$ cat config.mk
export PLATFORM = sky130hd
export DESIGN_NAME = prefix_state
export DESIGN_NICKNAME = d
export VERILOG_FILES = /design/src/rtl/prefix_state.sv
export SDC_FILE = /design/constraint.sdc
export NUM_CORES = 1
export LEC_CHECK = 0
export ABC_AREA = 1
export CORE_ASPECT_RATIO = 1.1
export CORE_MARGIN = 2
export CORE_UTILIZATION = 44
export CTS_CLUSTER_DIAMETER = 120
export DETAILED_ROUTE_END_ITERATION = 12
export PLACE_DENSITY = 0.7
export SLEW_MARGIN = 20
export SYNTH_ARGS = -nofsm -noshare
export SYNTH_HDL_FRONTEND = slang
export SYNTH_SLANG_ARGS = --single-unit
$ cat constraint.sdc
create_clock -name clk -period 2.54 [get_ports clk]
set_clock_uncertainty 0.15 [all_clocks]
set_input_delay 0.381 -clock clk [delete_from_list [all_inputs] [get_ports clk]]
set_output_delay 0.381 -clock clk [all_outputs]
set_load 0.05 [all_outputs]
$ cat src/rtl/prefix_state.sv
// prefix_state: per-instruction prefix tracker sitting between decode and the
// microcode sequencer. It tracks segment override, REP/REPNE and LOCK
// prefixes, and a saturating prefix count with a sticky overflow flag. A
// shadow copy lets an interrupted REP string instruction restart with its
// original prefixes.
module prefix_state #(
   parameter int SEG_W        = 2,
   parameter int SS_SEL       = 2,
   parameter int MAX_PREFIXES = 14,
   parameter int CNT_W        = $clog2(MAX_PREFIXES + 1)
) (
   input  logic             clk,
   input  logic             reset,
   input  logic             next_instruction,
   input  logic             flush,
   input  logic             prefix_valid,
   input  logic [1:0]       prefix_type,
   input  logic [SEG_W-1:0] prefix_seg,
   input  logic             save,
   input  logic             restore,
   input  logic             force_segment,
   input  logic             bp_is_base,
   input  logic [SEG_W-1:0] microcode_sr_rd_sel,
   output logic [SEG_W-1:0] sr_rd_sel,
   output logic             rep_active,
   output logic             rep_z,
   output logic             lock_active,
   output logic [CNT_W-1:0] prefix_count,
   output logic             prefix_overflow
);

   localparam logic [1:0]       PT_SEG   = 2'b00;
   localparam logic [1:0]       PT_REP   = 2'b01;
   localparam logic [1:0]       PT_REPNE = 2'b10;
   localparam logic [1:0]       PT_LOCK  = 2'b11;
   localparam logic [SEG_W-1:0] SS_VAL   = SEG_W'(SS_SEL);
   localparam logic [CNT_W-1:0] MAX_CNT  = CNT_W'(MAX_PREFIXES);
   localparam logic [CNT_W-1:0] CNT_ONE  = CNT_W'(1);

   // One complete set of prefix state; the live and shadow copies share it.
   typedef struct packed {
      logic             seg_active;
      logic [SEG_W-1:0] seg;
      logic             rep_active;
      logic             rep_z;
      logic             lock_active;
      logic [CNT_W-1:0] count;
      logic             overflow;
   } pstate_t;

   pstate_t live_r;
   pstate_t shadow_r;
   pstate_t live_next_s;
   pstate_t shadow_next_s;

   // Applies one decoded prefix byte to a state snapshot. Later prefixes of
   // the same kind overwrite earlier ones; the counter saturates instead of
   // wrapping and latches overflow on the first prefix beyond the limit.
   function automatic pstate_t apply_prefix(input pstate_t cur,
                                            input logic [1:0] ptype,
                                            input logic [SEG_W-1:0] pseg);
      pstate_t nxt;
      nxt = cur;
      case (ptype)
         PT_SEG: begin
            nxt.seg        = pseg;
            nxt.seg_active = 1'b1;
         end
         PT_REP: begin
            nxt.rep_active = 1'b1;
            nxt.rep_z      = 1'b1;
         end
         PT_REPNE: begin
            nxt.rep_active = 1'b1;
            nxt.rep_z      = 1'b0;
         end
         PT_LOCK: begin
            nxt.lock_active = 1'b1;
         end
         default: begin
            nxt = cur;
         end
      endcase
      if (cur.count < MAX_CNT) begin
         nxt.count = cur.count + CNT_ONE;
      end else begin
         nxt.overflow = 1'b1;
      end
      return nxt;
   endfunction

   // Next-state selection: flush beats restore beats instruction boundary;
   // a prefix arriving with the boundary lands on the freshly cleared state.
   always_comb begin
      live_next_s   = live_r;
      shadow_next_s = shadow_r;
      if (flush) begin
         live_next_s   = '0;
         shadow_next_s = '0;
      end else begin
         if (restore) begin
            live_next_s = shadow_r;
         end else if (next_instruction) begin
            if (prefix_valid) begin
               live_next_s = apply_prefix('0, prefix_type, prefix_seg);
            end else begin
               live_next_s = '0;
            end
         end else if (prefix_valid) begin
            live_next_s = apply_prefix(live_r, prefix_type, prefix_seg);
         end else begin
            live_next_s = live_r;
         end
         // The shadow captures what live becomes, including this cycle's prefix.
         if (save && !restore) begin
            shadow_next_s = live_next_s;
         end else begin
            shadow_next_s = shadow_r;
         end
      end
   end

   // Live and shadow state registers with asynchronous clear.
   always_ff @(posedge clk or posedge reset) begin
      if (reset) begin
         live_r   <= '0;
         shadow_r <= '0;
      end else begin
         live_r   <= live_next_s;
         shadow_r <= shadow_next_s;
      end
   end

   // Segment read select: microcode force, then same-cycle prefix bypass,
   // then the latched override, then the BP-implied stack segment.
   always_comb begin
      sr_rd_sel = microcode_sr_rd_sel;
      if (force_segment) begin
         sr_rd_sel = microcode_sr_rd_sel;
      end else if (prefix_valid && (prefix_type == PT_SEG)) begin
         sr_rd_sel = prefix_seg;
      end else if (live_r.seg_active) begin
         sr_rd_sel = live_r.seg;
      end else if (bp_is_base) begin
         sr_rd_sel = SS_VAL;
      end else begin
         sr_rd_sel = microcode_sr_rd_sel;
      end
   end

   assign rep_active      = live_r.rep_active;
   assign rep_z           = live_r.rep_z;
   assign lock_active     = live_r.lock_active;
   assign prefix_count    = live_r.count;
   assign prefix_overflow = live_r.overflow;

endmodule

==> impl_metrics.ini <==
[global_route]
gr-total-overflow = 0
grt_max_degree = 23
grt_pass1_vias = 1034
antenna_found_initial = 0
grt_first_pass_wirelength_um = 4300
grtUsageTotal_pct = 18.1

[logic_synthesis]
ys.flop_type = dfrtp_1
ys_warn_count = 0
synth_fp_nets = 179
ys_ff_latch = 22
synth_edf_count = 0
yosysSeqAreaShare_pct = 45.0
postSynthCellCount = 160
synth_top_area_cell = dfrtp_1
async_reset_ff_share_pct = 100
synth_common_cells = nand2_1, dfrtp_1, inv_1, nand3_1, nor2_1
synth.most_common_cell = nand2_1
synth_top_area_share_pct = 45.0
synth.distinct_cells = 21
synthTopCellsByArea = dfrtp_1, nand2_1, nand3_1, inv_1, nor2_1
synth_area_um2 = 1220
syn-mean-instance-area_um2 = 7.64

[sta]
relSlewSlack_pct = 47.5
rsz0062_at_grt = false
max_slew.worst_pin.slew_ns = 0.787
fin_crit_sh_pct = 94.2
final-hold-violation-count = 0
max_freq_ghz = 0.418
finalCriticalPeriod_ns = 2.39
slew_violations = 0
setup_violations = 0
fin_tns_setup_ns = 0

[flow_run]
drv_cap = 0

[power_and_ir_drop]
ir_drop_mv = 0.324
power.density_nw_per_um2 = 528
finalPower_mw = 0.802
p_leak_nw = 0.793

[worst_setup_path]
path_buf_inv = 4
ff2ff_setup_slack_ns = 1.10
endpoint_kind = primary output
slowest_stage = clkdlybuf4s50_1
cp.arrival_ns = 1.86
crit_family = buffers and inverters
cpPeakStageDelay_ns = 0.51
worstPathRequired_ns = 2.01
r2r-start = prefix_count[1]
startpoint_type = input pin
path_max_fanout = 6
r2r_end = shadow_r[2]
critical_path_class = in2out
reg2reg_depth = 6
path_cells = clkdlybuf4s50_1 -> inv_1 -> ha_1 -> nand2_2 -> inv_1 -> o31ai_1 -> a21o_1 -> buf_12
crit_top_cell = inv_1

[cells_and_area]
n_antenna_cell = 0
nets = 201
drive_above_1_share_pct = 6.63
syn2layout_area_growth_pct = 24.3
post-route-util_pct = 56.2
num-fill-cells = 259

[floorplanning]
core_um2 = 2700
chipHeight_um = 59.3
start_util_pct = 45.2
num_rows = 20
num_io_pins = 25
die_w_um = 54.3
die_area_um2 = 3220

[route]
wirelength_um = 2480
ant_nets = 0
first_iter_violations = 50
firstDrtPassIters = 5
drc = 0
wire_per_inst_um = 11.6
vias = 1056
via_per_inst = 4.93

[clock_tree]
postCtsSetupBuffers = 0
cts_tree = yes
htreeDepth = 1
cts_num_sinks = 22
clkLatencyLatePin_ns = 0.31
clock_path_buffers = 2
clk_pin_slew_ns = 0.12
cts_made_buffers = 3
cts-root-buf = clkbuf_4

[place]
place_hpwl_um = 1970
gp_congestion = 0.745
io_buffers = 24

[run_status]
status = complete, no violations

[hold_path]
hold_path_class = in2async
[metal layers]
layer	up-vias	share of wire, %	track usage, %
met5	-	0	0
met4	0	1.7	6.43
met3	4	3.6	2.78
met2	16	48	30.6
met1	481	47	23.2
li1	555	-	-
[cell type report]
type | instances | area (µm²) | area share (%)
multi-input cells | 112 | 539 | 35.5
well taps | 33 | 41.3 | 2.72
clock buffers | 3 | 22.5 | 1.48
flip-flops and latches | 22 | 551 | 36.2
inverters | 18 | 67.6 | 4.45
repair buffers | 25 | 268 | 17.6
clock inverters | 1 | 30.0 | 1.98
[power breakdown]
part           switching (mW)  leakage [nW]  internal (mW)  total, mW
clock                   0.107        0.0279          0.160      0.266
sequential             0.0112         0.297          0.368      0.379
combinational          0.0927         0.469         0.0642      0.157
total                   0.211         0.793          0.592      0.802
[registers in the layout, indices dropped and copies added (netlist names)]
| name | count |
|---|---|
| live_r | 3 |
| prefix_overflow | 1 |
| prefix_count | 4 |
| shadow_r | 11 |
| rep_z | 1 |
| rep_active | 1 |
| lock_active | 1 |
[worst max path at each step]
stage                         from            to  slack [ns]  cells past startpoint
CTS                 prefix_type[0]  sr_rd_sel[0]        0.08                      8
detailed placement  prefix_type[0]  sr_rd_sel[0]        0.08                      8
global route        prefix_type[0]  sr_rd_sel[0]        0.03                      8
finish              prefix_type[0]  sr_rd_sel[0]        0.15                      8
global placement    prefix_type[0]  sr_rd_sel[0]        0.15                      8
floorplan           prefix_type[1]  sr_rd_sel[1]        0.35                      6
[worst reg2reg max path, cell delays in order (launching register included)]
cell	delay, ns
dfrtp_1	0.46
ha_1	0.30
nand3b_1	0.10
nand2_1	0.06
a21oi_1	0.18
nand2_1	0.07
nand2_1	0.06
[through the flow]
step / cell area, µm² / setup slack [ns] / hold WS [ns] / instances
4_1_cts: 1520 / 0.0828 / 0.357 / 214
3_5_place_dp: 1460 / 0.0832 / 0.325 / 210
2_1_floorplan: 1220 / 0.350 / 0.220 / 160
5_1_grt: 1520 / 0.0341 / 0.381 / 214
3_3_place_gp: 1460 / 0.151 / 0.314 / 210
6_report: 1520 / 0.146 / 0.351 / 214
[placed cells by master, fill, tap and decap left out, drive strengths merged, types with 3 or more instances in the layout]
cell type	netlist	routed
nand2	51	51
clkdlybuf4s50	0	22
dfrtp	22	22
inv	18	18
nand3	16	16
nor2	14	14
o21ai	10	10
a21oi	5	5
ha	4	4
clkbuf	0	3
buf	8	3
[cells by family after synthesis]
family / count (synthesis) / synth area share, %
AND/OR/NAND/NOR: 86 / 29.5
buffers and inverters: 26 / 11.1
AO/OA/AOI/OAI: 22 / 10.3
adder cells (fa/ha/maj): 4 / 4.09
flip-flops: 22 / 45.0
[what timing repair did]
| action | CTS | global route |
|---|---|---|
| endpoints found under the setup margin | 0 | 1 |
| gates resized for setup | 0 | 1 |
| hold buffers | 0 | 0 |
(Power assumes the default switching activity.)
